### src/rtl/muldiv_unit_if.sv
// Bus between the execute-stage controller and the multiply/divide unit:
// launch handshake, operands, MTHI/MTLO writes and the HI/LO read ports.
interface muldiv_unit_if #(
    parameter int N = 32
) ();
    logic         start;
    logic [1:0]   op;
    logic [N-1:0] a;
    logic [N-1:0] b;
    logic         hi_we;
    logic         lo_we;
    logic [N-1:0] wdata;
    logic         busy;
    logic         done;
    logic [N-1:0] hi;
    logic [N-1:0] lo;

    // Controller side: launches operations, writes HI/LO, reads results.
    modport master (
        output start, op, a, b, hi_we, lo_we, wdata,
        input  busy, done, hi, lo
    );

    // Unit side.
    modport slave (
        input  start, op, a, b, hi_we, lo_we, wdata,
        output busy, done, hi, lo
    );
endinterface

### src/rtl/muldiv_unit.sv
// Iterative multiply/divide unit with architectural HI/LO registers.
// MULT/MULTU use radix-2 shift-add, DIV/DIVU use restoring division.
// Both work on magnitudes for N cycles, then a single FIX cycle applies
// sign correction and commits HI/LO.
module muldiv_unit #(
    parameter int N = 32
) (
    input logic           clk,
    input logic           reset,
    muldiv_unit_if.slave  bus
);
    localparam int CW = $clog2(N);

    typedef enum logic [1:0] {
        IDLE = 2'd0,
        RUN  = 2'd1,
        FIX  = 2'd2
    } state_t;

    state_t         state;
    state_t         next_state;
    logic [CW-1:0]  cnt;

    // Latched operation context.
    logic [1:0]     op_q;       // op[1]: divide, op[0]: unsigned
    logic           res_neg;    // product / quotient must be negated
    logic           dvd_neg;    // remainder must be negated (dividend sign)
    logic           div_zero;

    // Shared datapath: multiply keeps {rem[N-1:0], quo} as the 2N-bit
    // accumulator with the multiplier shifting out of quo; divide keeps
    // the partial remainder in rem and grows the quotient in quo.
    logic [N-1:0]   opnd;       // multiplicand or divisor magnitude
    logic [N-1:0]   quo;
    logic [N:0]     rem;

    logic [N-1:0]   hi_q;
    logic [N-1:0]   lo_q;
    logic           done_q;

    logic           accept;
    logic           last_iter;
    logic           a_neg;
    logic           b_neg;
    logic [N-1:0]   mag_a;
    logic [N-1:0]   mag_b;

    logic [N:0]     mul_sum;
    logic [N:0]     shifted;
    logic [N:0]     trial;
    logic [N:0]     rem_nxt;
    logic [N-1:0]   quo_nxt;

    logic [2*N-1:0] prod;
    logic [2*N-1:0] prod_fix;
    logic [N-1:0]   quot_fix;
    logic [N-1:0]   rem_fix;
    logic [N-1:0]   fix_hi;
    logic [N-1:0]   fix_lo;

    assign accept    = (state == IDLE) && bus.start;
    assign last_iter = (cnt == CW'(N - 1));

    // Signs only matter for MULT/DIV (op[0] == 0).
    assign a_neg = ~bus.op[0] & bus.a[N-1];
    assign b_neg = ~bus.op[0] & bus.b[N-1];
    assign mag_a = a_neg ? -bus.a : bus.a;
    assign mag_b = b_neg ? -bus.b : bus.b;

    // State register.
    always_ff @(posedge clk) begin
        // NOTE: every clocked register in this design is written with
        // non-blocking assignments so all flops update from pre-edge values.
        if (reset) begin
            state <= IDLE;
        end else begin
            state <= next_state;
        end
    end

    // Next-state logic: IDLE -> RUN (N cycles) -> FIX -> IDLE.
    always_comb begin
        // NOTE: default assigned first so no path leaves next_state unassigned
        // (which would infer a latch).
        next_state = state;
        unique case (state)
            IDLE:    if (bus.start) next_state = RUN;
            RUN:     if (last_iter) next_state = FIX;
            FIX:     next_state = IDLE;
            default: next_state = IDLE;
        endcase
    end

    // One iteration of shift-add multiply or restoring divide.
    always_comb begin
        mul_sum = rem + (quo[0] ? {1'b0, opnd} : '0);
        shifted = {rem[N-1:0], quo[N-1]};
        trial   = shifted - {1'b0, opnd};
        rem_nxt = rem;
        quo_nxt = quo;
        if (op_q[1]) begin
            if (!trial[N]) begin
                rem_nxt = trial;
                quo_nxt = {quo[N-2:0], 1'b1};
            end else begin
                rem_nxt = shifted;
                quo_nxt = {quo[N-2:0], 1'b0};
            end
        end else begin
            rem_nxt = {1'b0, mul_sum[N:1]};
            quo_nxt = {mul_sum[0], quo[N-1:1]};
        end
    end

    // Sign correction of the finished magnitudes. For divide by zero the
    // restoring loop leaves the dividend magnitude in rem, so the usual
    // remainder sign fix already reproduces the latched a for HI.
    always_comb begin
        prod     = {rem[N-1:0], quo};
        prod_fix = res_neg ? -prod : prod;
        quot_fix = res_neg ? -quo : quo;
        rem_fix  = dvd_neg ? -rem[N-1:0] : rem[N-1:0];
        if (op_q[1]) begin
            fix_hi = rem_fix;
            fix_lo = div_zero ? '1 : quot_fix;
        end else begin
            fix_hi = prod_fix[2*N-1:N];
            fix_lo = prod_fix[N-1:0];
        end
    end

    // Operand latch on accepted start, then iterate during RUN.
    always_ff @(posedge clk) begin
        // NOTE: only the counter is reset; the datapath registers are fully
        // reloaded on every accepted start and never reach hi/lo outside FIX.
        if (reset) begin
            cnt <= '0;
        end else if (accept) begin
            op_q     <= bus.op;
            opnd     <= bus.op[1] ? mag_b : mag_a;
            quo      <= bus.op[1] ? mag_a : mag_b;
            rem      <= '0;
            res_neg  <= a_neg ^ b_neg;
            dvd_neg  <= a_neg;
            div_zero <= (bus.b == '0);
            cnt      <= '0;
        end else if (state == RUN) begin
            rem <= rem_nxt;
            quo <= quo_nxt;
            cnt <= cnt + 1'b1;
        end
    end

    // HI/LO commit at the end of FIX, MTHI/MTLO writes in idle, done pulse.
    always_ff @(posedge clk) begin
        if (reset) begin
            hi_q   <= '0;
            lo_q   <= '0;
            done_q <= 1'b0;
        end else begin
            done_q <= (state == FIX);
            if (state == FIX) begin
                hi_q <= fix_hi;
                lo_q <= fix_lo;
            end else if (state == IDLE && !bus.start) begin
                if (bus.hi_we) hi_q <= bus.wdata;
                if (bus.lo_we) lo_q <= bus.wdata;
            end
        end
    end

    assign bus.busy = (state != IDLE);
    assign bus.done = done_q;
    assign bus.hi   = hi_q;
    assign bus.lo   = lo_q;
endmodule

### src/flat_wrapper.sv
// flat-port wrapper written by rule: the top's interface ports become plain ports
module muldiv_unit_flat 
#(
    parameter int N = 32
)
  (clk, reset, bus_start, bus_op, bus_a, bus_b, bus_hi_we, bus_lo_we, bus_wdata, bus_busy, bus_done, bus_hi, bus_lo);
  muldiv_unit_if #(.N(N)) bus_i ();
  input logic clk;
  input logic reset;
  input wire logic [$bits(bus_i.start)-1:0] bus_start;
  input wire logic [$bits(bus_i.op)-1:0] bus_op;
  input wire logic [$bits(bus_i.a)-1:0] bus_a;
  input wire logic [$bits(bus_i.b)-1:0] bus_b;
  input wire logic [$bits(bus_i.hi_we)-1:0] bus_hi_we;
  input wire logic [$bits(bus_i.lo_we)-1:0] bus_lo_we;
  input wire logic [$bits(bus_i.wdata)-1:0] bus_wdata;
  output wire logic [$bits(bus_i.busy)-1:0] bus_busy;
  output wire logic [$bits(bus_i.done)-1:0] bus_done;
  output wire logic [$bits(bus_i.hi)-1:0] bus_hi;
  output wire logic [$bits(bus_i.lo)-1:0] bus_lo;
  assign bus_i.start = bus_start;
  assign bus_i.op = bus_op;
  assign bus_i.a = bus_a;
  assign bus_i.b = bus_b;
  assign bus_i.hi_we = bus_hi_we;
  assign bus_i.lo_we = bus_lo_we;
  assign bus_i.wdata = bus_wdata;
  assign bus_busy = bus_i.busy;
  assign bus_done = bus_i.done;
  assign bus_hi = bus_i.hi;
  assign bus_lo = bus_i.lo;
  muldiv_unit #(.N(N)) u_core (.clk(clk), .reset(reset), .bus(bus_i));
endmodule
### config.mk
export PLATFORM = sky130hd
export DESIGN_NAME = muldiv_unit_flat
export DESIGN_NICKNAME = d
export VERILOG_FILES = /design/src/rtl/muldiv_unit_if.sv /design/src/rtl/muldiv_unit.sv /design/src/flat_wrapper.sv
export SDC_FILE = /design/constraint.sdc
export NUM_CORES = 1
export LEC_CHECK = 0
export CORE_MARGIN = 2
export CORE_UTILIZATION = 52
export DETAILED_ROUTE_END_ITERATION = 8
export GPL_TIMING_DRIVEN = 0
export PLACE_DENSITY = 0.75
export SLEW_MARGIN = 40
export SYNTH_ARGS = -nofsm -noshare
export SYNTH_HDL_FRONTEND = slang
export SYNTH_SLANG_ARGS = --single-unit
### constraint.sdc
create_clock -name clk -period 5.8 [get_ports clk]
set_input_delay 1.16 -clock clk [delete_from_list [all_inputs] [get_ports clk]]
set_output_delay 1.16 -clock clk [all_outputs]
set_load 0.1 [all_outputs]
==> flow_metrics.py, run 1 <==
metrics = {
    "min_path": {
        "hp-class": "register to register",
    },
    "setup_path": {
        "critPathMaxFanout": 10,
        "reg2reg_slack_ns": 1.60,
        "ff2ff_path_depth": 13,
        "worstSetupPathType": "register to register",
        "r2r-end": "u_core.rem[24]",
        "end_kind": "register",
        "r2r_start": "u_core.quo[0]",
        "crit_path_start_kind": "register",
        "crit_end": "u_core.rem[24]",
        "arrival_ns": 4.38,
        "worstSetupStartpoint": "u_core.quo[0]",
        "required_ns": 5.98,
    },
    "timing": {
        "report.final.hold_viol_count": 0,
        "skew_ns": 0.0180,
        "relSlewSlack": 0.428,
        "drv_slew": 0,
        "tightest_slew_ns": 0.847,
        "finalSetupViolCount": 0,
        "max_freq_mhz": 238,
        "rsz0062_at_grt": "no",
        "period_share": 0.724,
        "fin_setup_tns_ns": 0,
        "fin_crit_ns": 4.20,
    },
    "cts": {
        "h-tree-depth": 4,
        "clk_latency_ns": 0.46,
        "cts_tree": "done",
        "clk_pin_slew_ns": 0.08,
        "post_cts_buffers": 0,
        "cts_resized": 0,
        "clock-root-buffer": "clkbuf_16",
        "cts_made_buffers": 17,
        "clock_path_buffers": 2,
        "hold_buffers": 0,
        "cts.sinks": 173,
    },
    "final_layout": {
        "nFillCells": 2571,
        "nets": 2166,
        "drive_gt1_frac": 0.0758,
        "multi_input_area_um2": 9940,
        "final_core_utilization": 0.613,
        "final_cell_mix": "nor2_1, nand2_1, a21oi_1, mux2i_1, o21ai_0",
        "num_antenna_cells": 0,
        "final_common_cell": "nor2_1",
        "syn2layout_area_growth_pct": 16.5,
        "regArea_um2": 4470,
    },
    "synthesis": {
        "synth.avg_cell_area_um2": 8.37,
        "synth_cell_types": 88,
        "ys_ff_latch": 173,
        "ys_seq_area_frac": 0.297,
        "synthArstFlopShare": 0,
        "syn_nets": 1975,
        "syn-instance-count": 1800,
        "synth_area_um2": 15100,
        "yosys_most_used_dff": "edfxtp_1",
        "yosys_warnings": 0,
        "synth_edf_count": 101,
    },
    "run": {
        "maxCapViolCount": 0,
    },
    "global_route": {
        "grt_use_total": 0.357,
        "grt_pass1_wl_mm": 83.5,
        "grt_pass1_vias": 14300,
        "overflow": 0,
        "grt_max_degree": 23,
        "antenna_found_initial": 0,
    },
    "power": {
        "p_leak_nw": 6.97,
        "clkPwrFrac": 0.272,
        "finalPower_w": 0.00427,
        "power.density_nw_per_um2": 243,
        "power.share.sequential": 0.358,
        "swShare": 0.394,
        "p_int_w": 0.00259,
        "power.switching_w": 0.00168,
        "vdd_ir_drop_max_mv": 0.216,
        "pwr-share-comb": 0.370,
    },
    "drt": {
        "via_per_inst": 6.44,
        "drtIter0Drc": 1651,
        "drcViolationCount": 0,
        "num_vias": 15400,
        "antenna_left": 0,
        "wl_per_cell_um": 23.1,
        "drtPass1Iterations": 6,
        "routed_wl_mm": 55.1,
    },
    "floorplan": {
        "die_area_um2": 30400,
        "start_util": 0.526,
        "row_count": 62,
        "io-pin-count": 169,
        "die_h_um": 174,
        "die_w_um": 174,
        "core_area_um2": 28600,
    },
    "placement": {
        "portBuffers": 167,
        "gp_congestion": 0.968,
        "dpl.hpwl_mm": 44.3,
    },
    "outcome": {
        "status": "completed",
    },
}
## worst min-delay path by stage
stage / startpoint / slack, ns / endpoint / cells after the start
finish: u_core.bus.hi[17] / 0.49 / u_core.bus.hi[17] / 2
global route: u_core.bus.hi[11] / 0.51 / u_core.bus.hi[11] / 2
CTS: u_core.bus.hi[19] / 0.49 / u_core.bus.hi[19] / 2
detailed placement: u_core.bus.hi[19] / 0.48 / u_core.bus.hi[19] / 2
global placement: u_core.bus.hi[19] / 0.47 / u_core.bus.hi[19] / 2
floorplan: u_core.cnt[4] / 0.51 / u_core.cnt[4] / 2
## cells by family (layout without fill, tap and decap cells)
logic type,Yosys count,count (layout),share of synthesized area
buffers and inverters,174,378,0.0448
muxes,140,140,0.0932
DFF,173,173,0.297
xor gates and xnor gates,179,179,0.104
and+or+nand+nor,552,552,0.178
AOI/OAI and AO/OA,510,510,0.223
adders and majority gates,72,72,0.0608
## layer usage
metal,track usage,routed length (µm),vias up
met4,0.151,2490,0
met5,0,0,-
met2,0.551,24300,856
met3,0.0470,4730,134
met1,0.502,23600,7361
li1,-,-,7018
## per-stage QoR
step                hold WS, ns  instances  cell area (µm²)  setup WS, ns
global placement          0.470       2351            17200         -1.84
finish                    0.489       2388            17600          1.60
CTS                       0.491       2388            17600          1.75
detailed placement        0.477       2356            17000          1.34
global route              0.514       2388            17600          1.39
floorplan                 0.509       1800            15100         0.563
## layout make-up
| class | instances | area share |
|---|---|---|
| repair buffers | 172 | 0.0807 |
| plain buffers | 114 | 0.0257 |
| flip-flops and latches | 173 | 0.255 |
| inverters | 60 | 0.0128 |
| clock buffers | 20 | 0.0261 |
| clock inverters | 12 | 0.00634 |
| multi-input cells | 1453 | 0.566 |
| well taps | 384 | 0.0274 |
## worst max-delay path, cell delays in order, from the launching register on
cell	delay, ns
edfxtp_1	0.47
clkinv_1	0.25
clkbuf_1	0.41
nor2_1	0.10
ha_1	0.35
a21oi_1	0.20
o211ai_1	0.23
a2111oi_0	0.75
nor2_1	0.13
o31a_1	0.38
a221o_1	0.33
xor2_1	0.14
o21ai_1	0.14
a21oi_1	0.05
## flip-flops by register name (all words and copies together), names as in the netlist
| register | count |
|---|---|
| u_core.bus.done | 1 |
| u_core.bus.hi | 32 |
| u_core.bus.lo | 32 |
| u_core.cnt | 5 |
| u_core.div_zero | 1 |
| u_core.dvd_neg | 1 |
| u_core.op_q | 1 |
| u_core.opnd | 32 |
| u_core.quo | 32 |
| u_core.rem | 33 |
| u_core.res_neg | 1 |
| u_core.state | 2 |
## cells in the mapped netlist, types with 13 or more instances
| library cell | number | area [µm²] |
|---|---|---|
| a21o_1 | 38 | 285 |
| a21oi_1 | 159 | 796 |
| a221oi_1 | 33 | 289 |
| a311oi_1 | 26 | 228 |
| a31oi_1 | 18 | 113 |
| and3_1 | 13 | 81.3 |
| clkbuf_1 | 94 | 353 |
| dfxtp_1 | 72 | 1440 |
| edfxtp_1 | 101 | 3030 |
| ha_1 | 70 | 876 |
| inv_1 | 59 | 221 |
| mux2i_1 | 138 | 1380 |
| nand2_1 | 165 | 619 |
| nand2b_1 | 23 | 144 |
| nand3_1 | 32 | 160 |
| nor2_1 | 175 | 657 |
| nor3_1 | 38 | 190 |
| nor4_1 | 13 | 81.3 |
| o21ai_0 | 113 | 566 |
| o31ai_1 | 13 | 97.6 |
| o41ai_1 | 16 | 140 |
| or4_1 | 13 | 97.6 |
| xnor2_1 | 97 | 850 |
| xor2_1 | 82 | 718 |
## power groups by stage
stage / clock [W] / combinational [W] / sequential (W)
2_1_floorplan: 0 / 0.000952 / 0.00166
3_3_place_gp: 0 / 0.00153 / 0.00156
3_5_place_dp: 0 / 0.00154 / 0.00155
4_1_cts: 0.00115 / 0.00155 / 0.00153
5_1_grt: 0.00120 / 0.00170 / 0.00154
6_report: 0.00116 / 0.00158 / 0.00153
Power figures use the tool's default switching activity.
==> run 2, diff against run 1 <==
--- a/config.mk
+++ b/config.mk
@@ -9,7 +9,7 @@
 export CORE_UTILIZATION = 52
 export DETAILED_ROUTE_END_ITERATION = 8
 export GPL_TIMING_DRIVEN = 0
-export PLACE_DENSITY = 0.75
+export PLACE_DENSITY = 0.78
 export SLEW_MARGIN = 40
 export SYNTH_ARGS = -nofsm -noshare
 export SYNTH_HDL_FRONTEND = slang
==> constraint.sdc (replaced) <==
create_clock -name clk -period 3.4 [get_ports clk]
set_input_delay 0.68 -clock clk [delete_from_list [all_inputs] [get_ports clk]]
set_output_delay 0.68 -clock clk [all_outputs]
set_load 0.1 [all_outputs]
==> run 2 against run 1 <==
Net effect: the flow now finishes with violations (negative setup slack); clock skew fell by 0.0034 ns; sequential power rose by 69%; sequential share of layout area fell by 0.96 points; non-clock buffer count rose by 20.
==> flow_metrics.py, run 2 (synthesis gave the netlist of run 1 again) <==
metrics = {
    "cts": {
        "h-tree-depth": 4,
        "cts_made_buffers": 17,
        "hold_buffers": 0,
        "clock_path_buffers": 2,
        "clock-root-buffer": "clkbuf_16",
        "cts_tree": "done",
        "clk_latency_ns": 0.47,
        "clk_pin_slew_ns": 0.08,
        "cts.sinks": 173,
    },
    "final_layout": {
        "final_cell_mix": "nor2_1, nand2_1, a21oi_1, mux2i_1, o21ai_0",
        "nets": 2187,
        "drive_gt1_frac": 0.117,
        "syn2layout_area_growth_pct": 21.1,
        "final_core_utilization": 0.637,
        "largest-register": "u_core.rem",
        "largest_reg_flops": 33,
        "final_common_cell": "nor2_1",
    },
    "min_path": {
        "hp-class": "register to register",
    },
    "drt": {
        "via_per_inst": 6.47,
        "drtPass1Iterations": 6,
        "num_vias": 15600,
        "wl_per_cell_um": 23.8,
        "routed_wl_mm": 57.4,
        "antenna_left": 0,
        "drtIter0Drc": 1959,
        "drcViolationCount": 0,
    },
    "timing": {
        "period_share": 1.02,
        "finalSetupViolCount": 2,
        "fin_crit_ns": 3.48,
        "relSlewSlack": 0.405,
        "rsz0062_at_grt": "yes",
        "drv_slew": 0,
        "setup_ws_ns": -0.0805,
        "max_freq_mhz": 287,
        "tightest_slew_ns": 0.893,
        "report.final.hold_viol_count": 0,
        "skew_ns": 0.0146,
    },
    "floorplan": {
        "io-pin-count": 169,
        "die_h_um": 174,
        "die_w_um": 174,
        "row_count": 62,
        "die_area_um2": 30400,
        "core_area_um2": 28600,
        "start_util": 0.526,
    },
    "placement": {
        "dpl.hpwl_mm": 44.7,
        "portBuffers": 167,
        "gp_congestion": 1.01,
        "place_ws_ns": -0.791,
    },
    "outcome": {
        "violations": "negative setup slack",
        "status": "complete, but fails checks",
    },
    "setup_path": {
        "path_delay_family": "compound AO/OA/AOI/OAI gates",
        "critPathSlowestCell": "edfxtp_1",
        "cp.buffers_inverters": 2,
        "arrival_ns": 3.66,
        "critPathMaxFanout": 7,
        "crit_chain": "clkinv_4 > clkbuf_16 > nor2_4 > ha_4 > a21oi_4 > o211ai_1 > a2111oi_4 > nor2_1 > o31a_1 > a221o_1 > xor2_1 > o21ai_1 > a21oi_1",
        "worstSetupPathType": "register to register",
        "end_kind": "register",
        "crit_path_start_kind": "register",
        "cpPeakStageDelay_ns": 0.47,
        "required_ns": 3.58,
    },
    "global_route": {
        "grt_pass1_vias": 14500,
        "antenna_found_initial": 0,
        "grt_pass1_wl_mm": 84.5,
        "grt_max_degree": 23,
        "overflow": 0,
        "grt_use_total": 0.363,
    },
    "power": {
        "vdd_ir_drop_max_mv": 0.354,
        "power.density_nw_per_um2": 417,
        "p_leak_nw": 7.19,
    },
    "run": {
        "maxCapViolCount": 0,
    },
}
-- run 2: power breakdown --
group	internal (W)	switching [W]
sequential	0.00241	0.000175
clock	0.00107	0.00101
combinational	0.00109	0.00185
-- run 2: path summary, 6_finish.rpt --
kind	to	slack [ns]	startpoint	cells after the start
worst min register to register	u_core.bus.hi[22]	0.49	u_core.bus.hi[22]	2
worst min-delay path	u_core.bus.hi[22]	0.49	u_core.bus.hi[22]	2
worst max register to register	u_core.rem[24]	-0.08	u_core.quo[0]	13
worst max-delay path	u_core.rem[24]	-0.08	u_core.quo[0]	13
-- run 2: tightest hold or removal path: stages (launching register included) --
cell and delay [ns]:
dfxtp_1 0.31, nand2_1 0.06, a311oi_1 0.08
-- run 2: per-layer routing --
layer / global-route usage / share of wire
met5: 0 / 0
met4: 0.172 / 0.050
met3: 0.0678 / 0.095
met2: 0.564 / 0.45
met1: 0.486 / 0.41
-- run 2: layout make-up --
class                           count  area (µm²)
Antenna cell                        1        2.50
Fill cell                        2391       10400
Sequential cell                   173        4470
Tap cell                          384         480
Inverter                           60         230
Buffer                            101         455
Multi-Input combinational cell   1454       10300
Clock buffer                       17         425
Timing Repair Buffer              205        1670
Clock inverter                     15         194
-- run 2: what timing repair did --
action                                  CTS  global route
pin swaps                                 7            22
resized for setup                        37            54
cloned                                    0             2
buffers inserted                         14            18
endpoints found under the setup margin   42            47
-- run 2: metrics by stage --
| stage | power (W) | instances | hold WS [ns] | instance area, µm² | setup TNS, ns |
|---|---|---|---|---|---|
| 2_1_floorplan | 0.00445 | 1800 | 0.509 | 15100 | 0 |
| 3_3_place_gp | 0.00526 | 2351 | 0.474 | 17200 | -178.32 |
| 3_5_place_dp | 0.00527 | 2356 | 0.480 | 17000 | -21.79 |
| 4_1_cts | 0.00738 | 2398 | 0.492 | 17800 | -0.101 |
| 5_1_grt | 0.00788 | 2409 | 0.517 | 18200 | -0.458 |
| 6_report | 0.00760 | 2410 | 0.494 | 18200 | -0.0878 |
